$ cat src/rtl/subtractor_seq_if.sv
// -----------------------------------------------------------------------------
// subtractor_seq_if
//   Ready/valid bundle for the chunked subtractor.
//
//   Operand side : in_valid, in_ready, a[WIDTH-1:0], b[WIDTH-1:0]
//   Result side  : out_valid, out_ready, diff[WIDTH:0] = {borrow, a-b mod 2^WIDTH}
//   Optional     : eq, lt (present only when SUB_CMP_FLAGS_EN is defined)
//
//   modport slave  : the subtractor itself
//   modport master : whatever drives operands and sinks results
// -----------------------------------------------------------------------------
interface subtractor_seq_if #(
  parameter int WIDTH = 66
);
  logic             in_valid;
  logic             in_ready;
  logic [WIDTH-1:0] a;
  logic [WIDTH-1:0] b;
  logic             out_valid;
  logic             out_ready;
  logic [WIDTH:0]   diff;
`ifdef SUB_CMP_FLAGS_EN
  logic             eq;
  logic             lt;

  modport slave (
    input  in_valid, a, b, out_ready,
    output in_ready, out_valid, diff, eq, lt
  );
  modport master (
    output in_valid, a, b, out_ready,
    input  in_ready, out_valid, diff, eq, lt
  );
`else
  modport slave (
    input  in_valid, a, b, out_ready,
    output in_ready, out_valid, diff
  );
  modport master (
    output in_valid, a, b, out_ready,
    input  in_ready, out_valid, diff
  );
`endif
endinterface

$ cat src/rtl/subtractor_seq.sv
// -----------------------------------------------------------------------------
// subtractor_seq
//   Multi-cycle subtractor: diff = a - b over WIDTH-bit unsigned operands,
//   computed CHUNK bits per clock, borrow carried between cycles.
//
//   Ports
//     clk      : rising-edge clock
//     reset_n  : asynchronous active-low reset
//     bus      : subtractor_seq_if.slave (in_valid/in_ready/a/b,
//                out_valid/out_ready/diff, and eq/lt when enabled)
//
//   Optional feature macro: SUB_CMP_FLAGS_EN
//     Adds registered eq (low WIDTH bits of diff all zero) and lt (= borrow)
//     outputs, valid together with out_valid.
//
//   Flow: IDLE accepts an operand pair, BUSY spends NCHUNK cycles producing
//   one chunk each, DONE holds the result until the sink takes it.
// -----------------------------------------------------------------------------
module subtractor_seq #(
  parameter int WIDTH = 66,
  parameter int CHUNK = 16
) (
  input  logic             clk,
  input  logic             reset_n,
  subtractor_seq_if.slave  bus
);

  localparam int NCHUNK = (WIDTH + CHUNK - 1) / CHUNK;
  localparam int PADW   = NCHUNK * CHUNK;
  // Number of real (non-padding) bits in the top chunk.
  localparam int LASTW  = WIDTH - (NCHUNK - 1) * CHUNK;
  localparam int CW     = (NCHUNK > 1) ? $clog2(NCHUNK) : 1;
  localparam int OFFW   = $clog2(PADW) + 1;
  localparam logic [CW-1:0] LAST_IDX = CW'(NCHUNK - 1);

  typedef enum logic [1:0] {IDLE, BUSY, DONE} state_t;

  state_t           state_q, state_d;
  logic [WIDTH-1:0] a_q, b_q;
  logic [CW-1:0]    chunk_q;
  logic             borrow_q;
  logic [WIDTH:0]   diff_q, diff_d;

  logic             in_ready_c, out_valid_c;
  logic             accept, step, last;

  // ---------------------------------------------------------------------------
  // FSM
  // ---------------------------------------------------------------------------
  always_ff @(posedge clk or negedge reset_n) begin
    if (!reset_n) state_q <= IDLE;
    else          state_q <= state_d;
  end

  always_comb begin
    state_d     = state_q;
    in_ready_c  = 1'b0;
    out_valid_c = 1'b0;
    accept      = 1'b0;
    step        = 1'b0;
    last        = 1'b0;
    case (state_q)
      IDLE: begin
        in_ready_c = 1'b1;
        if (bus.in_valid) begin
          accept  = 1'b1;
          state_d = BUSY;
        end
      end
      BUSY: begin
        step = 1'b1;
        if (chunk_q == LAST_IDX) begin
          last    = 1'b1;
          state_d = DONE;
        end
      end
      DONE: begin
        out_valid_c = 1'b1;
        if (bus.out_ready) state_d = IDLE;
      end
      default: state_d = IDLE;
    endcase
  end

  // ---------------------------------------------------------------------------
  // Chunk datapath
  // ---------------------------------------------------------------------------
  logic [PADW-1:0]  a_pad, b_pad;
  logic [OFFW-1:0]  offs;
  logic [CHUNK-1:0] a_chunk, b_chunk;
  logic [CHUNK:0]   sub_full;
  logic             chunk_borrow;

  assign a_pad   = PADW'(a_q);
  assign b_pad   = PADW'(b_q);
  assign offs    = OFFW'(chunk_q) * OFFW'(CHUNK);
  assign a_chunk = a_pad[offs +: CHUNK];
  assign b_chunk = b_pad[offs +: CHUNK];
  assign sub_full = {1'b0, a_chunk} - {1'b0, b_chunk} - (CHUNK + 1)'(borrow_q);

  // In the top chunk the operands are zero-padded above bit LASTW-1, so the
  // borrow out of bit WIDTH-1 appears at sub_full[LASTW]; taking it there keeps
  // the padding from ever influencing the sign bit.
  assign chunk_borrow = last ? sub_full[LASTW] : sub_full[CHUNK];

  // Per-chunk next-value slices of diff; only the chunk being computed moves.
  for (genvar gi = 0; gi < NCHUNK; gi++) begin : g_slice
    localparam int LO = gi * CHUNK;
    localparam int SW = (gi == NCHUNK - 1) ? LASTW : CHUNK;
    assign diff_d[LO +: SW] = (step && (chunk_q == CW'(gi))) ? sub_full[SW-1:0]
                                                             : diff_q[LO +: SW];
  end
  assign diff_d[WIDTH] = last ? chunk_borrow : diff_q[WIDTH];

  always_ff @(posedge clk or negedge reset_n) begin
    if (!reset_n) begin
      a_q      <= '0;
      b_q      <= '0;
      chunk_q  <= '0;
      borrow_q <= 1'b0;
      diff_q   <= '0;
    end else begin
      diff_q <= diff_d;
      if (accept) begin
        a_q      <= bus.a;
        b_q      <= bus.b;
        chunk_q  <= '0;
        borrow_q <= 1'b0;
      end else if (step) begin
        borrow_q <= chunk_borrow;
        chunk_q  <= last ? '0 : chunk_q + 1'b1;
      end
    end
  end

  assign bus.in_ready  = in_ready_c;
  assign bus.out_valid = out_valid_c;
  assign bus.diff      = diff_q;

`ifdef SUB_CMP_FLAGS_EN
  // ---------------------------------------------------------------------------
  // Compare flags, folded into the chunk loop so they land with the result.
  // ---------------------------------------------------------------------------
  localparam logic [CHUNK-1:0] LAST_MASK = {CHUNK{1'b1}} >> (CHUNK - LASTW);

  logic zero_acc_q;
  logic eq_q, lt_q;
  logic chunk_zero;

  assign chunk_zero = ((sub_full[CHUNK-1:0] & (last ? LAST_MASK : {CHUNK{1'b1}}))
                       == '0);

  always_ff @(posedge clk or negedge reset_n) begin
    if (!reset_n) begin
      zero_acc_q <= 1'b1;
      eq_q       <= 1'b0;
      lt_q       <= 1'b0;
    end else if (accept) begin
      zero_acc_q <= 1'b1;
    end else if (step) begin
      zero_acc_q <= zero_acc_q & chunk_zero;
      if (last) begin
        eq_q <= zero_acc_q & chunk_zero;
        lt_q <= chunk_borrow;
      end
    end
  end

  assign bus.eq = eq_q;
  assign bus.lt = lt_q;
`endif

endmodule
$ cat src/flat_wrapper.sv
// flat-port wrapper written by rule: the top's interface ports become plain ports
module subtractor_seq_flat 
#(
  parameter int WIDTH = 66,
  parameter int CHUNK = 16
)
  (clk, reset_n, bus_in_valid, bus_a, bus_b, bus_out_ready, bus_in_ready, bus_out_valid, bus_diff);
  subtractor_seq_if #(.WIDTH(WIDTH)) bus_i ();
  input  logic clk;
  input  logic reset_n;
  input wire logic [$bits(bus_i.in_valid)-1:0] bus_in_valid;
  input wire logic [$bits(bus_i.a)-1:0] bus_a;
  input wire logic [$bits(bus_i.b)-1:0] bus_b;
  input wire logic [$bits(bus_i.out_ready)-1:0] bus_out_ready;
  output wire logic [$bits(bus_i.in_ready)-1:0] bus_in_ready;
  output wire logic [$bits(bus_i.out_valid)-1:0] bus_out_valid;
  output wire logic [$bits(bus_i.diff)-1:0] bus_diff;
  assign bus_i.in_valid = bus_in_valid;
  assign bus_i.a = bus_a;
  assign bus_i.b = bus_b;
  assign bus_i.out_ready = bus_out_ready;
  assign bus_in_ready = bus_i.in_ready;
  assign bus_out_valid = bus_i.out_valid;
  assign bus_diff = bus_i.diff;
  subtractor_seq #(.WIDTH(WIDTH), .CHUNK(CHUNK)) u_core (.clk(clk), .reset_n(reset_n), .bus(bus_i));
endmodule
$ cat config.mk
export PLATFORM = sky130hd
export DESIGN_NAME = subtractor_seq_flat
export DESIGN_NICKNAME = d
export VERILOG_FILES = /design/src/rtl/subtractor_seq_if.sv /design/src/rtl/subtractor_seq.sv /design/src/flat_wrapper.sv
export SDC_FILE = /design/constraint.sdc
export NUM_CORES = 1
export LEC_CHECK = 0
export BUFFER_PORTS_ARGS = -buffer_cell sky130_fd_sc_hd__buf_2
export CAP_MARGIN = 20
export CORE_UTILIZATION = 59
export DETAILED_ROUTE_END_ITERATION = 10
export MAX_ROUTING_LAYER = met4
export PLACE_DENSITY = 0.82
export SLEW_MARGIN = 30
export SYNTH_ARGS = -nofsm -noshare
export SYNTH_HDL_FRONTEND = slang
export SYNTH_SLANG_ARGS = --single-unit
$ cat constraint.sdc
create_clock -name clk -period 9.1 [get_ports clk]
set_input_delay 1.82 -clock clk [delete_from_list [all_inputs] [get_ports clk]]
set_output_delay 1.82 -clock clk [all_outputs]
set_load 0.03 [all_outputs]
# --- Word level (Yosys, flattened, before mapping) ---
# Index checks and enable logic that the tools add are counted.
# Widths: inputs -> output; s select.
op_classes:
  n_mux: 17
  n_shift: 2
  addsub: 3
  n_reduce_logical: 9
  n_eq_ne: 9
ops:
  columns: ["cell", "count"]
  rows:
  - ["$shiftx 80x8->16", 2]
  - ["$sub 16x16->17", 1]
  - ["$sub 17x1->17", 1]
  - ["$mux 1", 10]
  - ["$mux 3", 3]
  - ["$eq 3x2->1 const B", 2]
  - ["$mux 2", 3]
  - ["$pmux 2 s3", 1]
  - ["$logic_and 1x1->1", 5]
  - ["$ne 2x2->1 const B", 2]
  - ["$add 3x1->3 const B", 1]
  - ["$eq 3x1->1 const B", 1]
  - ["$eq 3x3->1 const B", 1]
  - ["$logic_not 3->1", 1]
  - ["$reduce_and 3->1", 1]
  - ["$eq 2x1->1 const B", 1]
  - ["$eq 2x2->1 const B", 1]
  - ["$logic_not 2->1", 1]
  - ["$ne 2x1->1 const B", 1]
  - ["$reduce_bool 2->1", 1]
word_totals:
  output_inout_bits: 69
  elab_cells: 51
  ff_bits: 205
  input_bits: 136

# --- Longest topological paths before layout ---
logic_depth:
  word_depth: 6
  mapped_depth: 18
  mapped_depth_nobuf: 15

# --- Worst setup path before layout ---
# OpenSTA, ideal clock, no wires.
synth_path:
  path_kind: "register to register"
  from: "register u_core.chunk_q[0]"
  to: "register u_core.diff_q[47] (netlist: u_core.bus.diff[47])"
  setup_slack_ps: 5472
  arrival_ps: 3496
  setup_ps: 132
  path_stages_with_launch: 16
  path_cell_list: "dfrtp_1 > buf_6 > buf_2 > buf_2 > mux4_2 > and2_1 > ha_1 > inv_1 > ha_1 > a21oi_2 > nor2_1 > a211o_1 > or3_1 > o21ai_1 > xor2_1 > o21ai_1"
synth_via:
  elab_chain_len: 3
synth_lines:
  columns: ["element", "line_no", "text"]
  rows:
  - ["start: declaration", "subtractor_seq.sv:40", "logic [CW-1:0] chunk_q;"]
  - ["start signal: assignment", "subtractor_seq.sv:131", "chunk_q <= last ? '0 : chunk_q + 1'b1;"]
  - ["$shiftx 80x8->16 (on tied branches)", "subtractor_seq.sv:97, subtractor_seq.sv:98", null]
  - ["$sub 16x16->17", "subtractor_seq.sv:99", "assign sub_full = {1'b0, a_chunk} - {1'b0, b_chunk} - (CHUNK + 1)'(borrow_q);"]
  - ["$sub 17x1->17", "subtractor_seq.sv:99", null]
  - ["end signal: assignment", "subtractor_seq.sv:123", "diff_q <= diff_d;"]
  - ["end: declaration", "subtractor_seq.sv:42", "logic [WIDTH:0] diff_q, diff_d;"]
# Several ways; a longest one is shown, not always the timed one.
# A chain may end at the register's enable or synchronous reset.

# --- Worst setup path in the final report ---
layout_path:
  from: "register u_core.chunk_q[0]"
  to: "register u_core.diff_q[63] (netlist: u_core.bus.diff[63])"
# The elaborated chain is that of the path after synthesis.

==> flow_summary_export.csv <==
group,metric,value,unit
run_status,status,"finished, final reports clean",
clocking,cts_setup_buffers,0,
final_layout,fillerInstances,1205,
sta,tns,0,ps
detailed_routing,dr.pass1.iters,5,
critical_path,crit_path_start_kind,"flip-flop",
floorplanning,boundaryPins,205,
global_route,grt_max_degree,126,
critical_path,critical_path_required,9450,ps
synthesis,yosysTopAreaCell,"dfrtp_1",
synthesis,syn_inst,1048,
clocking,clk_pin_slew,60,ps
detailed_routing,drt_iter0_drc,545,
critical_path,critPathKind,"flip-flop to flip-flop",
synthesis,synth_commonest_cells,"nand2_1 (492), dfrtp_1 (205), o21ai_0 (43), clkbuf_1 (42)",
clocking,cts_tree,"done",
detailed_routing,drc,0,
global_route,antenna_found_initial,0,
floorplanning,die-area,17000,um^2
place,port_buffers,204,
detailed_routing,vias,7937,
synthesis,ys_seq_elements,205,
final_layout,regArea,5130,um^2
clocking,cts_buffers,22,
critical_path,crit_path_max_fanout,34,
synthesis,synth-warning-count,0,
synthesis,synth-main-ff-cell,"dfrtp_1",
clocking,htree_num_levels,1,
floorplanning,start_util,60.7,%
final_layout,stdcell_count,1458,
synthesis,ys_seq_area_share,52.8,%
sta,finalHoldViolCount,0,
clocking,clock_latency,500,ps
critical_path,path_cells,"buf_4 -> mux4_2 -> and2_1 -> ha_1 -> inv_1 -> ha_1 -> a21oi_2 -> nor2_1 -> a211o_1 -> or3_1 -> o21ai_1 -> xor2_1 -> o21ai_1",
floorplanning,die_y,130,um
place,globalplace.congestion,0.909,
synthesis,syn_area,9720,um^2
final_layout,fin_nets,1399,
synthesis,netlist-cell-type-count,50,
detailed_routing,postRouteWirelength,24.1,mm
job,cap_viol_max_count,0,
clocking,cts.sinks,205,
sta,min_period,4220,ps
final_layout,area_growth,19.4,%
synthesis,synth.net_count,1219,
synthesis,yosysTopAreaCellShare,52.8,%
clocking,cts_resized,0,
critical_path,cpPeakStageDelay,600,ps
detailed_routing,viasPerCell,5.44,
place,dp.cells,1419,
sta,relSlewSlack,39.2,%
critical_path,slowest_stage,"dfrtp_2",
global_route,grt.total_usage,30.7,%
floorplanning,die_x,130,um
place,hpwl,16.8,mm
synthesis,synth_edf_count,0,
clocking,cts_root_buf,"clkbuf_16",
detailed_routing,wl_per_cell,16.5,um
clocking,postCtsHoldBufs,0,
sta,worst_slew_pin_slew,910,ps
critical_path,critPathCaptureType,"flip-flop",
global_route,grt_pass1_vias,7945,
sta,skew,9.87,ps
synthesis,synthArstFlopShare,100,%
sta,max_freq,237,MHz
critical_path,critPathArrivalTime,4570,ps
sta,drv_slew,0,
synthesis,synth.most_common_cell,"nand2_1",
final_layout,final_core_util,72.6,%
detailed_routing,drtAntennaViolNets,0,
final_layout,n_antenna_cell,0,
min_path,min_path_type,"flip-flop to flip-flop",
synthesis,synth.area.top_cells,"dfrtp_1 (53%), nand2_1 (19%), mux4_2 (6.5%)",
synthesis,avgSynthCellArea,9.27,um^2
global_route,grt_overflow,0,
final_layout,multi_input_area,4260,um^2
final_layout,layout-drive-gt1-share,23.8,%
sta,rsz0062_at_grt,"no",
floorplanning,row_count,46,
global_route,grt_first_pass_wirelength,39.3,mm
floorplanning,coreArea,16000,um^2
clocking,clk_path_buf_depth,3,
sta,fin_crit_sh,46.4,%
sta,finalSetupViolCount,0,
-- placed cells by master, fill, tap and decap left out, drive strengths merged, types with 6 or more instances in the layout --
cell type | netlist | layout
a21oi | 19 | 19
and2 | 16 | 16
buf | 13 | 211
clkbuf | 42 | 34
dfrtp | 205 | 205
ha | 33 | 33
inv | 33 | 34
mux2i | 8 | 8
mux4 | 28 | 28
nand2 | 492 | 492
nor2 | 17 | 17
o21ai | 77 | 77
xnor2 | 6 | 6
xor2 | 8 | 8
-- final timing paths --
| path | startpoint | to | slack (ps) | cells past startpoint |
|---|---|---|---|---|
| max | u_core.chunk_q[0] | u_core.bus.diff[63] | 4880 | 13 |
| min reg2reg | u_core.a_q[38] | u_core.a_q[38] | 470 | 2 |
| min in group asynchronous | reset_n | u_core.b_q[34] | 1190 | 1 |
| min | u_core.a_q[38] | u_core.a_q[38] | 470 | 2 |
| max in group asynchronous | reset_n | u_core.b_q[45] | 6330 | 4 |
| max reg2reg | u_core.chunk_q[0] | u_core.bus.diff[63] | 4880 | 13 |
-- cells by family (layout without fill, tap and decap cells) --
logic type | count (synthesis) | count (layout) | share of synthesized area [%]
AND/OR/NAND/NOR | 547 | 547 | 22.1
flip-flops | 205 | 205 | 52.8
AO/OA/AOI/OAI | 118 | 118 | 7.49
buffers and inverters | 88 | 282 | 3.59
multiplexers | 41 | 41 | 7.89
adder cells (fa/ha/maj) | 35 | 35 | 4.66
XOR/XNOR | 14 | 14 | 1.49
-- final cells by class --
| cell class | instances | share of cell area (%) |
|---|---|---|
| clock inverters | 4 | 0.420 |
| well taps | 216 | 2.33 |
| flip-flops and latches | 205 | 44.2 |
| multi-input cells | 755 | 36.7 |
| inverters | 33 | 1.07 |
| repair buffers | 211 | 9.65 |
| clock buffers | 34 | 5.66 |
-- metrics by stage --
step	setup WS, ps	cell area [um^2]	hold slack (ps)
2_1_floorplan	5470	9720	440
3_3_place_gp	4960	10800	453
3_5_place_dp	4890	10900	457
4_1_cts	4820	11600	475
5_1_grt	4580	11600	492
6_report	4880	11600	471
-- per-layer routing --
layer	GRT usage (%)	share of wire (%)	up-vias
li1	-	-	3748
met1	39.6	43	3853
met2	50.3	48	276
met3	4.72	5.9	60
met4	9.94	3.1	0
met5	-	0	-
-- state kept, by name (all words and copies together), names as in the netlist --
| signal | flops |
|---|---|
| u_core.chunk_q | 3 |
| u_core.borrow_q | 1 |
| u_core.bus.diff | 67 |
| u_core.a_q | 66 |
| u_core.b_q | 66 |
| u_core.state_q | 2 |
-- worst max-delay path, delay by kind of cell, from the launching register on --
family	cells	cell delay, ps
AO/OA/AOI/OAI	4	780
adder cells (fa/ha/maj)	2	660
flip-flops	1	600
buffers and inverters	2	560
AND/OR/NAND/NOR	3	560
multiplexers	1	550
XOR/XNOR	1	310
Power is left out: the tool's default activity adds up to more than one toggle a clock period on the data nets, which glitch-free logic cannot reach.
